$ cat config.mk
export PLATFORM = sky130hd
export DESIGN_NAME = point_dispatcher
export DESIGN_NICKNAME = d
export VERILOG_FILES = /design/src/rtl/point_dispatcher.sv
export SDC_FILE = /design/constraint.sdc
export NUM_CORES = 1
export LEC_CHECK = 0
export BUFFER_PORTS_ARGS = -buffer_cell sky130_fd_sc_hd__buf_4
export CAP_MARGIN = 20
export CORE_MARGIN = 8
export CORE_UTILIZATION = 42
export DETAILED_ROUTE_END_ITERATION = 10
export SYNTH_ARGS = -nofsm -noshare
export SYNTH_HDL_FRONTEND = slang
export SYNTH_SLANG_ARGS = --single-unit
$ cat constraint.sdc
create_clock -name clk -period 17.2 [get_ports clk]
set_input_delay 1.72 -clock clk [delete_from_list [all_inputs] [get_ports clk]]
set_output_delay 1.72 -clock clk [all_outputs]
set_load 0.1 [all_outputs]
$ cat src/rtl/point_dispatcher.sv
// point_dispatcher: steers clustered data points into eight accumulators.
// Each accepted point waits in a single holding register until its target
// accumulator is free, then is driven onto the registered demux outputs
// with a write strobe. Points aimed at clusters outside 1..8 are dropped.
// Optional feature: define DISPATCH_STALL_CNT_EN to count cycles lost
// waiting on busy accumulators (stall_cycles); otherwise it reads 0.
module point_dispatcher #(
  parameter int DATA_WIDTH = 91,
  parameter int CNT_WIDTH  = 16
) (
  input  logic                  clk,
  input  logic                  rst,
  input  logic                  start,
  input  logic                  in_valid,
  output logic                  in_ready,
  input  logic [DATA_WIDTH-1:0] in_data,
  input  logic [3:0]            in_cluster,
  input  logic                  in_last,
  input  logic [7:0]            acc_busy,
  output logic [3:0]            demux_index,
  output logic [DATA_WIDTH-1:0] demux_data,
  output logic                  acc_we,
  input  logic [2:0]            cnt_sel,
  output logic [CNT_WIDTH-1:0]  cnt_out,
  output logic                  done,
  output logic                  err_drop,
  output logic [15:0]           stall_cycles
);

  typedef enum logic [1:0] {IDLE, RUN, DONE} state_t;

  state_t                r_state;
  state_t                w_stateNext;

  logic                  r_holdValid;
  logic [DATA_WIDTH-1:0] r_holdData;
  logic [3:0]            r_holdIdx;
  logic                  r_holdLast;

  logic [CNT_WIDTH-1:0]  r_count [8];

  logic                  w_idxRoutable;
  logic [2:0]            w_target;
  logic                  w_targetBusy;
  logic                  w_issue;
  logic                  w_drop;
  logic                  w_handshake;
  logic                  w_restart;

  assign w_idxRoutable = (r_holdIdx != 4'd0) && (r_holdIdx <= 4'd8);
  assign w_target      = r_holdIdx[2:0] - 3'd1;
  assign w_targetBusy  = acc_busy[w_target];
  assign w_issue       = (r_state == RUN) && r_holdValid && w_idxRoutable && !w_targetBusy;
  assign w_drop        = (r_state == RUN) && r_holdValid && !w_idxRoutable;
  assign w_handshake   = in_valid && in_ready;
  assign w_restart     = start && (r_state != RUN);
  assign cnt_out       = r_count[cnt_sel];

  // State register; reset parks the dispatcher in IDLE.
  always_ff @(posedge clk or posedge rst) begin
    if (rst) r_state <= IDLE;
    else     r_state <= w_stateNext;
  end

  // Next state plus the combinational ready/done outputs.
  always_comb begin
    w_stateNext = r_state;
    in_ready    = 1'b0;
    done        = 1'b0;
    case (r_state)
      IDLE: begin
        if (start) w_stateNext = RUN;
      end
      RUN: begin
        in_ready = !r_holdValid || w_issue || w_drop;
        if ((w_issue || w_drop) && r_holdLast) w_stateNext = DONE;
      end
      DONE: begin
        done = 1'b1;
        if (start) w_stateNext = RUN;
      end
      default: w_stateNext = IDLE;
    endcase
  end

  // Holding register: a new point may replace one leaving in the same cycle.
  always_ff @(posedge clk or posedge rst) begin
    if (rst) begin
      r_holdValid <= 1'b0;
      r_holdData  <= '0;
      r_holdIdx   <= '0;
      r_holdLast  <= 1'b0;
    end else if (w_handshake) begin
      r_holdValid <= 1'b1;
      r_holdData  <= in_data;
      r_holdIdx   <= in_cluster;
      r_holdLast  <= in_last;
    end else if (w_issue || w_drop) begin
      r_holdValid <= 1'b0;
    end
  end

  // Registered demux drive; zeros whenever nothing is issued.
  always_ff @(posedge clk or posedge rst) begin
    if (rst) begin
      demux_index <= '0;
      demux_data  <= '0;
      acc_we      <= 1'b0;
    end else begin
      demux_index <= w_issue ? r_holdIdx : 4'd0;
      demux_data  <= w_issue ? r_holdData : '0;
      acc_we      <= w_issue;
    end
  end

  // Per-cluster issue counters, saturating, cleared when a pass starts.
  always_ff @(posedge clk or posedge rst) begin
    if (rst) begin
      for (int k = 0; k < 8; k++) r_count[k] <= '0;
    end else if (w_restart) begin
      for (int k = 0; k < 8; k++) r_count[k] <= '0;
    end else if (w_issue && (r_count[w_target] != '1)) begin
      r_count[w_target] <= r_count[w_target] + 1'b1;
    end
  end

  // Sticky flag for points dropped because their cluster is unroutable.
  always_ff @(posedge clk or posedge rst) begin
    if (rst)            err_drop <= 1'b0;
    else if (w_restart) err_drop <= 1'b0;
    else if (w_drop)    err_drop <= 1'b1;
  end

`ifdef DISPATCH_STALL_CNT_EN
  logic [15:0] r_stall;
  logic        w_stallNow;

  assign w_stallNow   = (r_state == RUN) && r_holdValid && w_idxRoutable && w_targetBusy;
  assign stall_cycles = r_stall;

  // Saturating count of cycles a routable point waited on a busy target.
  always_ff @(posedge clk or posedge rst) begin
    if (rst)                                  r_stall <= '0;
    else if (w_restart)                       r_stall <= '0;
    else if (w_stallNow && (r_stall != '1))   r_stall <= r_stall + 16'd1;
  end
`else
  assign stall_cycles = '0;
`endif

endmodule

==> results of run 1 <==
[kinds of logic (layout without fill, tap and decap cells)]
| group | Yosys count | in the layout | synth area share [%] |
|---|---|---|---|
| AND/OR/NAND/NOR | 283 | 283 | 10.40 |
| adder cells (fa/ha/maj) | 2 | 2 | 0.1715 |
| XOR/XNOR | 16 | 16 | 1.115 |
| flip-flops | 324 | 324 | 55.58 |
| other | 1 | 16 | 0.02571 |
| AO/OA/AOI/OAI | 5 | 5 | 0.2745 |
| multiplexers | 328 | 328 | 28.99 |
| buffers and inverters | 86 | 304 | 3.448 |
[cell type report]
| type | instances | area [um^2] | area share, % |
|---|---|---|---|
| clock inverters | 7 | 67.56 | 0.3816 |
| multi-input cells | 650 | 6060 | 34.23 |
| inverters | 6 | 30.03 | 0.1696 |
| flip-flops and latches | 324 | 8109 | 45.80 |
| clock buffers | 55 | 1085 | 6.127 |
| repair buffers | 236 | 1784 | 10.08 |
| well taps | 455 | 569.3 | 3.216 |
[power by group]
group,internal (mW),leakage [nW],total [mW],switching [mW]
logic,0.365,4.18,1.33,0.966
clock network,0.438,0.569,0.746,0.308
registers,0.960,4.29,1.04,0.0819
total,1.76,9.04,3.12,1.36
[worst max path at each step]
| stage | start | to | slack [ps] | depth (start not counted) |
|---|---|---|---|---|
| after floorplan | rst | acc_we | 6510 | 1 |
| after global placement | acc_busy[4] | in_ready | 11140 | 8 |
| after detailed placement | acc_busy[4] | in_ready | 11100 | 8 |
| after CTS | r_holdIdx[0] | in_ready | 10600 | 10 |
| after global routing | r_holdIdx[0] | in_ready | 10400 | 10 |
| final | r_holdIdx[0] | in_ready | 10730 | 10 |
[per-stage QoR]
| stage | setup WS (ps) | cell area (um^2) | hold slack, ps | instances |
|---|---|---|---|---|
| after floorplan | 6510 | 14640 | 449.4 | 1060 |
| after CTS | 10600 | 17680 | 468.5 | 1732 |
| after detailed placement | 11100 | 16530 | 461.5 | 1670 |
| after global routing | 10400 | 17700 | 492.5 | 1733 |
| after global placement | 11140 | 16530 | 457.0 | 1670 |
| final | 10730 | 17700 | 461.7 | 1733 |
[metal layers]
metal	share of wire (%)	GRT usage, %	up-vias
met5	0	0	-
met4	1.8	4.377	0
met3	10	7.781	58
met2	47	28.67	242
met1	41	22.11	4486
li1	-	-	4022
[critical path: stages, from the launching register on]
cell,delay (ps)
dfrtp_2,400
inv_2,430
ha_1,360
xor2_4,230
buf_4,460
mux4_2,650
nor4_4,150
buf_4,700
nor2_1,200
a21oi_2,290
buf_4,340
[sequential cells by signal, indices dropped and copies added, names as in the netlist]
signal,count
demux_data,91
acc_we,1
r_holdValid,1
demux_index,4
r_holdData,91
err_drop,1
r_holdLast,1
r_count,128
r_holdIdx,4
r_state,2
[placed cells by master (no fill, tap or decap), drive strengths merged, types with 2 or more instances in the layout]
cell type / instances
a21o: 2
and2: 98
buf: 236
clkbuf: 55
clkinv: 5
conb: 16
dfrtp: 324
ha: 2
inv: 8
mux2: 126
mux2i: 139
mux4: 63
nand2: 137
nand2b: 3
nand3: 10
nand4: 5
nor2: 9
nor2b: 7
nor3: 5
nor4: 5
xnor2: 11
xor2: 5
==> key figures, run 1 <==
Global routing
  • Vias in the first global route: 9748
  • GRT Overall Usage: 17.92%
  • Antenna violations before repair: 0
  • Grt total ovfl: 0
  • Largest net degree at the start of global routing: 126
  • First-pass GRT wire length: 57.80 mm

Logic synthesis
  • Post-synth top area share: 55.58%
  • Largest cells by area after synthesis: dfrtp_1 56%, mux4_2 9.7%, mux2i_1 9.5%
  • Post-synth EDFFs: 0
  • Most frequent cell after synthesis: dfrtp_1
  • Ys flop type: dfrtp_1
  • Synthesized cell area: 14590 um^2
  • YS warnings: 0
  • Synthesized instance count: 1045
  • Sequential share of the synthesized area: 55.58%
  • Synth cell count leaders: 324 x dfrtp_1, 139 x mux2i_1, 137 x nand2_1, 97 x and2_1, 96 x mux2_1
  • Post-synthesis register bit count: 324
  • Largest area contributor in the netlist: dfrtp_1
  • Syn_area_per_cell: 13.96 um^2
  • Synth unique cells: 42
  • Ys async rst share: 100.0%

Clock network
  • Number of setup buffers added after CTS: 0
  • Clock-pin slew on the worst setup and hold paths: 60 ps
  • Root Buffer: clkbuf_16
  • CTS tree: done
  • Num CTS Buffers: 37
  • CTS-repair resized insts: 0
  • CTS Buffer Depth: 3
  • Clock Sink Count: 324
  • Clock latency on the worst-skew pair: 530 ps
  • Hold Buf Count CTS: 0
  • H-tree level count: 2

Place
  • Post-DP HPWL: 23.83 mm
  • Port Buffers: 225
  • GPL Wtd Cong: 0.7336

Run
  • Max-Cap Viols: 0

STA
  • RSZ-0062 raised after global routing: no
  • Final-report hold violation count: 0
  • Final setup viols: 0
  • Period utilization: 37.61%
  • Post-layout minimum cycle time: 6470 ps
  • Post-Route Setup TNS: 0 ps
  • Clock Skew: 17.80 ps
  • Max Fclk: 0.1546 GHz
  • Slew Viols, Final: 0
  • Max-slew headroom: 29.71%
  • Pin slew with the least headroom to its limit: 1052 ps

Cells and area
  • Area grow syn2layout: 21.37%
  • Fin util: 51.51%
  • Share of cells above drive strength 1: 31.77%
  • # diodes: 0
  • Fill cells: 3064
  • Fin nets: 1368

Routing
  • Final ANT Viol Nets: 0
  • Via count: 8808
  • WL/cell: 21.03 um
  • Vias per cell: 5.083
  • Routed WL: 36.45 mm
  • Initial DRC Count: 421
  • DRC Markers: 0
  • DRT Pass-1 Iters: 4

Power
  • Max IR drop VDD: 0.1193 mV
  • Cell Pwr Density: 176.2 nW/um^2
  • Total power: 3.120 mW
  • Leak pwr: 9.045 nW

Critical path
  • Crit path max fanout: 95
  • R2r startpoint: r_holdIdx[0]
  • Worst Reg-to-Reg Cells: 12
  • Reg2reg end: r_holdData[50]
  • R2R setup slack: 11890 ps
  • CP Class: flop to primary output
  • Critical path arrival: 4750 ps
  • Crit path launch type: flop
  • Element type at the critical path end: primary output
  • Data required, critical path: 15480 ps

Floorplanning
  • Die area: 40950 um^2
  • Ports: 242
  • Initial core utilization: 42.44%
  • Std-Cell Rows: 68
  • Chip width: 202.4 um
  • Die height: 202.4 um
  • Core Footprint: 34370 um^2

Status
  • Outcome: complete, no violations

Min path
  • Min-Delay Startpoint: r_holdData[76]
  • Type of the most critical hold path: flop to flop
  • Worst Hold Path EP: demux_data[76]
  • Worst Hold Path Cells: 1
Note: power is estimated with default switching activity, not from simulation.
==> run 2, diff against run 1 <==
- clock period: 17.2 -> 6.65 ns (I/O delays scaled with it)
==> run 2 against run 1 <==
Effect of this change: largest cell class unchanged; cell count increased by 0.40%; combinational power increased to 2.6 times the previous value; via count up 2.4%; power rose to 2.6 times the previous value; setup slack worse by 9000 ps; worst hold slack got worse by 220 ps; non-clock buffer count did not move; clock-buffer cell count up 1; critical endpoint unchanged; highest routed layer is now met5; critical path depth fell by 1; die area stayed put.
==> key figures, run 2 (synthesized netlist as in run 1, its figures left out) <==
Floorplanning
  • Ports: 242 (unchanged)
  • Initial core utilization: 42.44% (unchanged)
  • Core Footprint: 34370 um^2 (unchanged)
  • Std-Cell Rows: 68 (unchanged)
  • Chip width: 202.4 um (unchanged)
  • Die height: 202.4 um (unchanged)
  • Die area: 40950 um^2 (unchanged)

STA
  • Final setup viols: 0 (unchanged)
  • RSZ-0062 raised after global routing: no (unchanged)
  • Max Fclk: 0.2028 GHz
  • Period utilization: 74.15%
  • Clock Skew: 15.73 ps (was 17.80 ps)
  • Post-layout minimum cycle time: 4931 ps
  • Max-slew headroom: 31.90% (was 29.71%)
  • Pin slew with the least headroom to its limit: 1019 ps (was 1052 ps)
  • Final worst slack: 1719 ps (was 10730 ps)
  • Post-Route Setup TNS: 0 ps (unchanged)
  • Slew Viols, Final: 0 (unchanged)
  • Final-report hold violation count: 0 (unchanged)
  • Hold Slack: 244.1 ps (was 461.7 ps)

Clock network
  • CTS-repair resized insts: 0 (unchanged)
  • Hold Buf Count CTS: 0 (unchanged)
  • CTS tree: done (unchanged)
  • Clock latency on the worst-skew pair: 550 ps (was 530 ps)
  • Num CTS Buffers: 38 (was 37)
  • CTS Buffer Depth: 3 (unchanged)
  • Clock-pin slew on the worst setup and hold paths: 60 ps (about the same)
  • Clock Sink Count: 324 (unchanged)
  • Root Buffer: clkbuf_16 (unchanged)
  • Number of setup buffers added after CTS: 0 (unchanged)
  • H-tree level count: 2 (unchanged)

Cells and area
  • Most common cell after layout, fill and taps aside: dfrtp_1 (unchanged)
  • Share of cells above drive strength 1: 32.06% (was 31.77%)
  • Most frequent cells in the layout: 323 x dfrtp_1, 233 x buf_4, 139 x mux2i_1 (was 323 x dfrtp_1, 235 x buf_4, 139 x mux2i_1)
  • Max reg flops: 128 (unchanged)
  • Fin util: 51.92% (was 51.51%)
  • Largest regs: r_count x128, demux_data x91, r_holdData x91 (unchanged)
  • Largest reg by FF count: r_count (unchanged)
  • # diodes: 0 (unchanged)
  • Fin nets: 1369 (was 1368)
  • Area grow syn2layout: 22.33% (was 21.37%)

Critical path
  • R2r startpoint: r_holdIdx[0] (unchanged)
  • Most used cell, CP: buf_4 (unchanged)
  • Crit path max fanout: 19 (was 95)
  • Reg2reg end: r_count[62] (was r_holdData[50])
  • Cell Chain, Critical Path: inv_2 -> ha_1 -> xor2_4 -> buf_4 -> mux4_2 -> nor4_4 -> nor2_1 -> a21oi_2 -> buf_4 (was inv_2 -> ha_1 -> xor2_4 -> buf_4 -> mux4_2 -> nor4_4 -> buf_4 -> nor2_1 -> a21oi_2 -> buf_4)
  • Element type at the critical path end: primary output (unchanged)
  • Worst Reg-to-Reg Cells: 10 (was 12)
  • Worst stage delay on the critical path: 680 ps (was 700 ps)
  • R2R setup slack: 1830 ps (was 11890 ps)
  • Data required, critical path: 5980 ps (was 15480 ps)
  • CP Class: flop to primary output (unchanged)
  • CP max-delay cell: xor2_4 (was buf_4)
  • Crit path launch type: flop (unchanged)
  • Critical path arrival: 4270 ps (was 4750 ps)

Place
  • GPL Wtd Cong: 0.7327 (was 0.7336)
  • DP Worst Slack: 1860 ps (was 11100 ps)
  • Port Buffers: 225 (unchanged)
  • Post-DP HPWL: 24.29 mm (was 23.83 mm)

Run
  • Max-Cap Viols: 0 (unchanged)

Global routing
  • Grt total ovfl: 0 (unchanged)
  • Largest net degree at the start of global routing: 159 (was 126)
  • Antenna violations before repair: 2 (was 0)
  • First-pass GRT wire length: 59.17 mm (was 57.80 mm)
  • Vias in the first global route: 9663 (was 9748)
  • GRT Overall Usage: 18.51% (was 17.92%)

Power
  • Int Power: 4.695 mW (was 1.763 mW)
  • Clk network pwr share: 25.3% (was 23.9%)
  • Share of power burned in registers: 32.7% (was 33.4%)
  • Gate power share: 41.9% (was 42.7%)
  • Leak pwr: 9.105 nW (was 9.045 nW)
  • Max IR drop VDD: 0.3428 mV (was 0.1193 mV)
  • Net switching fraction of the power: 42.96% (was 43.48%)
  • Cell Pwr Density: 461.3 nW/um^2 (was 176.2 nW/um^2)
  • Sw Pwr: 3.537 mW (was 1.356 mW)
  • Total power: 8.232 mW (was 3.120 mW)

Routing
  • Initial DRC Count: 460 (was 421)
  • WL/cell: 21.45 um (was 21.03 um)
  • Final ANT Viol Nets: 0 (unchanged)
  • Routed WL: 37.33 mm (was 36.45 mm)
  • DRC Markers: 0 (unchanged)
  • Vias per cell: 5.183 (was 5.083)
  • Via count: 9018 (was 8808)
  • DRT Pass-1 Iters: 5 (was 4)

Status
  • Outcome: complete, no violations (unchanged)

Min path
  • Type of the most critical hold path: primary input to asynchronous set/reset pin (was flop to flop)
[run 2: cell count changes in the layout (fill, tap and decap cells not counted)]
cell and delta:
clkinvlp_4 +2, clkbuf_1 +1, inv_8 -2, buf_16 +2
bufinv_16 +3, clkinv_2 +3, buf_4 -2
[run 2: per-layer routing]
metal  vias to the layer above  global-route usage [%]  part of all wire (%)
met5                         -                       0                 0.072
met4                         4                   3.859                   1.5
met3                        47                   8.950                    11
met2                       261                   27.92                    46
met1                      4665                   23.96                    42
li1                       4041                       -                     -
[run 2: final cells by class]
class,instances,area [um^2]
clock buffer,56,1089
clock inverter,13,168.9
fill,2983,16530
inverter,6,26.28
multi-input combinational,650,6060
sequential,324,8109
tap,455,569.3
timing repair buffer,236,1824
[run 2: power groups by stage]
stage          combinational (mW)  clock [mW]  sequential (mW)
3_5_place_dp                 3.49           0             2.73
3_3_place_gp                 3.45           0             2.72
5_1_grt                      3.63        2.23             2.76
4_1_cts                      3.50        2.15             2.70
2_1_floorplan                1.43           0             3.98
6_report                     3.45        2.09             2.69
[run 2: worst max-delay path: cells and delay by family, from the launching register on]
family,cells,cell delay (ps)
buffers and inverters,3,1150
AOI/OAI and AO/OA,1,220
xor gates and xnor gates,1,680
adders and majority gates,1,370
and+or+nand+nor,2,290
DFF,1,400
muxes,1,590
[run 2: worst max path at each step]
stage	startpoint	cells past startpoint	end	slack, ps
2_1_floorplan	rst	1	acc_we	1660
3_3_place_gp	r_holdIdx[0]	11	r_holdData[6]	1920
3_5_place_dp	r_holdIdx[0]	12	r_holdData[89]	1860
4_1_cts	r_holdIdx[0]	9	in_ready	1630
5_1_grt	r_holdIdx[0]	9	in_ready	1480
6_report	r_holdIdx[0]	9	in_ready	1720
[run 2: stage by stage]
stage                     std cells  area [um^2]
after floorplan                1060        14650
after global placement         1669        16530
after detailed placement       1670        16560
after CTS                      1739        17820
after global routing           1740        17850
final                          1740        17850
==> run 3, diff against run 2 <==
- clock period: 6.65 -> 4.2 ns (I/O delays scaled with it)
==> run 3 against run 2 <==
Effect of this change: clock-buffer cell count unchanged; critical path type is now flop to flop; largest cell class unchanged; critical path depth increased by 1; non-clock buffer count increased by 8; setup slack got worse by 1400 ps; die area unchanged; final area about the same; sequential share of layout area about the same; worst hold slack got worse by 150 ps; register-to-register slack got worse by 1500 ps.
==> key figures, run 3 (synthesized netlist as in run 1, its figures left out) <==
Min path
  • Worst Hold Path EP: r_holdData[79]
  • Min-Delay Startpoint: in_data[79]
  • Worst Hold Path Cells: 2
  • Type of the most critical hold path: primary input to flop (was primary input to asynchronous set/reset pin)

STA
  • Max-slew headroom: 33.08% (was 31.90%)
  • Slew Viols, Final: 0 (unchanged)
  • Period utilization: 92.52%
  • Post-layout minimum cycle time: 3886 ps
  • Clock Skew: 27.32 ps (was 15.73 ps)
  • Final setup viols: 0 (unchanged)
  • RSZ-0062 raised after global routing: no (unchanged)
  • Pin slew with the least headroom to its limit: 1004 ps (was 1019 ps)
  • Final-report hold violation count: 0 (unchanged)
  • Max Fclk: 0.2573 GHz

Floorplanning
  • Std-Cell Rows: 68 (unchanged)
  • Chip width: 202.4 um (unchanged)
  • Ports: 242 (unchanged)
  • Die height: 202.4 um (unchanged)
  • Initial core utilization: 42.44% (unchanged)
  • Die area: 40950 um^2 (unchanged)
  • Core Footprint: 34370 um^2 (unchanged)

Clock network
  • Hold Buf Count CTS: 0 (unchanged)
  • CTS tree: done (unchanged)
  • Number of setup buffers added after CTS: 0 (unchanged)
  • Clock-pin slew on the worst setup and hold paths: 60 ps (about the same)
  • CTS-repair resized insts: 0 (unchanged)
  • Root Buffer: clkbuf_16 (unchanged)
  • Clock Sink Count: 324 (unchanged)
  • CTS Buffer Depth: 3 (unchanged)
  • Clock latency on the worst-skew pair: 540 ps (was 550 ps)
  • Num CTS Buffers: 38 (unchanged)
  • H-tree level count: 2 (unchanged)

Critical path
  • Reg2reg end: r_count[49] (was r_count[62])
  • Buf/Inv on CP: 2 (was 3)
  • CP max-delay cell: nand4_2 (was xor2_4)
  • Cell Chain, Critical Path: inv_1 -> ha_1 -> xor2_4 -> buf_4 -> mux4_2 -> mux2i_1 -> nor4_4 -> nand4_4 -> nand4_2 -> mux2i_1 (was inv_2 -> ha_1 -> xor2_4 -> buf_4 -> mux4_2 -> nor4_4 -> nor2_1 -> a21oi_2 -> buf_4)
  • Crit path max fanout: 16 (was 19)
  • R2r startpoint: r_holdIdx[1] (was r_holdIdx[0])
  • Most used cell, CP: mux2i_1 (was buf_4)
  • Element type at the critical path end: flop (was primary output)
  • Data required, critical path: 4610 ps (was 5980 ps)
  • Critical path arrival: 4300 ps (was 4270 ps)
  • CP Class: flop to flop (was flop to primary output)
  • Worst stage delay on the critical path: 790 ps (was 680 ps)
  • Worst Reg-to-Reg Cells: 10 (unchanged)
  • CP delay by family, top: multiplexers (was buffers and inverters)
  • R2R setup slack: 310 ps (was 1830 ps)
  • Crit path launch type: flop (unchanged)

Place
  • Placed cell area: 16630 um^2 (was 16560 um^2)
  • Port Buffers: 225 (unchanged)
  • Post-DP HPWL: 23.92 mm (was 24.29 mm)
  • GPL Wtd Cong: 0.7599 (was 0.7327)

Cells and area
  • Share of cells above drive strength 1: 32.22% (was 32.06%)
  • Fill cells: 3014 (was 2983)
  • Max reg flops: 128 (unchanged)
  • Fin nets: 1377 (was 1369)
  • Most frequent cells in the layout: 323 x dfrtp_1, 242 x buf_4, 139 x mux2i_1 (was 323 x dfrtp_1, 233 x buf_4, 139 x mux2i_1)
  • Finished Cell Area: 17850 um^2 (about the same)
  • Fin util: 51.94% (was 51.92%)
  • Area grow syn2layout: 22.39% (was 22.33%)
  • Most common cell after layout, fill and taps aside: dfrtp_1 (unchanged)
  • Largest reg by FF count: r_count (unchanged)
  • Largest regs: r_count x128, demux_data x91, r_holdData x91 (unchanged)

Power
  • Max IR drop VDD: 0.5586 mV (was 0.3428 mV)
  • Cell Pwr Density: 727.4 nW/um^2 (was 461.3 nW/um^2)
  • Leak pwr: 9.109 nW (was 9.105 nW)

Routing
  • Initial DRC Count: 463 (was 460)
  • Routed WL: 36.97 mm (was 37.33 mm)
  • Vias per cell: 5.120 (was 5.183)
  • Final ANT Viol Nets: 0 (unchanged)
  • DRT Pass-1 Iters: 4 (was 5)
  • WL/cell: 21.20 um (was 21.45 um)
  • DRC Markers: 0 (unchanged)
  • Via count: 8930 (was 9018)

Run
  • Max-Cap Viols: 0 (unchanged)

Status
  • Outcome: complete, no violations (unchanged)

Global routing
  • Largest net degree at the start of global routing: 179 (was 159)
  • First-pass GRT wire length: 58.42 mm (was 59.17 mm)
  • Vias in the first global route: 9660 (was 9663)
  • GRT Overall Usage: 18.04% (was 18.51%)
  • Antenna violations before repair: 3 (was 2)
  • Grt total ovfl: 0 (unchanged)
==> run 3: worst max path at each step <==
stage / startpoint / endpoint / slack, ps / cells after the start
floorplan: rst / acc_we / -540 / 1
global placement: r_holdIdx[0] / r_count[53] / 440 / 10
detailed placement: r_holdIdx[0] / r_count[49] / 320 / 10
CTS: r_holdIdx[1] / r_count[49] / 270 / 10
global route: r_holdIdx[0] / r_count[49] / 110 / 10
finish: r_holdIdx[1] / r_count[49] / 310 / 10
==> run 3: cell type report <==
cell class                 count  area, um^2  share of cell area, %
clock buffer                  56        1089                  6.097
clock inverter                 8       133.9                 0.7499
multi-input combinational    650        6067                  33.98
timing repair buffer         244        1857                  10.40
inverter                       6       26.28                 0.1472
tap                          455       569.3                  3.189
sequential                   324        8109                  45.42
antenna                        1       2.502                0.01402
==> run 3: worst reg2reg max path: cells and delay by family, from the launching register on <==
family	cells	cell delay (ps)
xor gates and xnor gates	1	360
muxes	3	1240
and+or+nand+nor	3	1150
DFF	1	380
buffers and inverters	2	400
adders and majority gates	1	260
==> run 3: metrics by stage <==
| stage | hold WS (ps) | worst slack, ps | power (mW) | setup TNS (ps) | std cells |
|---|---|---|---|---|---|
| after global placement | 455.7 | 441.5 | 9.834 | 0 | 1679 |
| final | 90.88 | 314.1 | 12.99 | 0 | 1744 |
| after global routing | 74.56 | 107.5 | 13.61 | 0 | 1744 |
| after CTS | 63.64 | 268.1 | 13.18 | 0 | 1743 |
| after detailed placement | 460.8 | 317.7 | 9.906 | 0 | 1679 |
| after floorplan | 449.4 | -542.7 | 8.602 | -175850 | 1060 |
==> run 3: report_power, final <==
group	internal (mW)	switching, mW
Combinational	1.54	3.96
Clock	1.93	1.29
Sequential	3.93	0.337
==> run 3: routing by layer <==
metal / GRT usage (%) / share of wire, % / vias to the layer above
met4: 4.196 / 1.7 / 4
met5: 0 / 0.051 / -
li1: - / - / 4047
met3: 8.309 / 10 / 48
met2: 27.15 / 45 / 248
met1: 23.52 / 43 / 4583
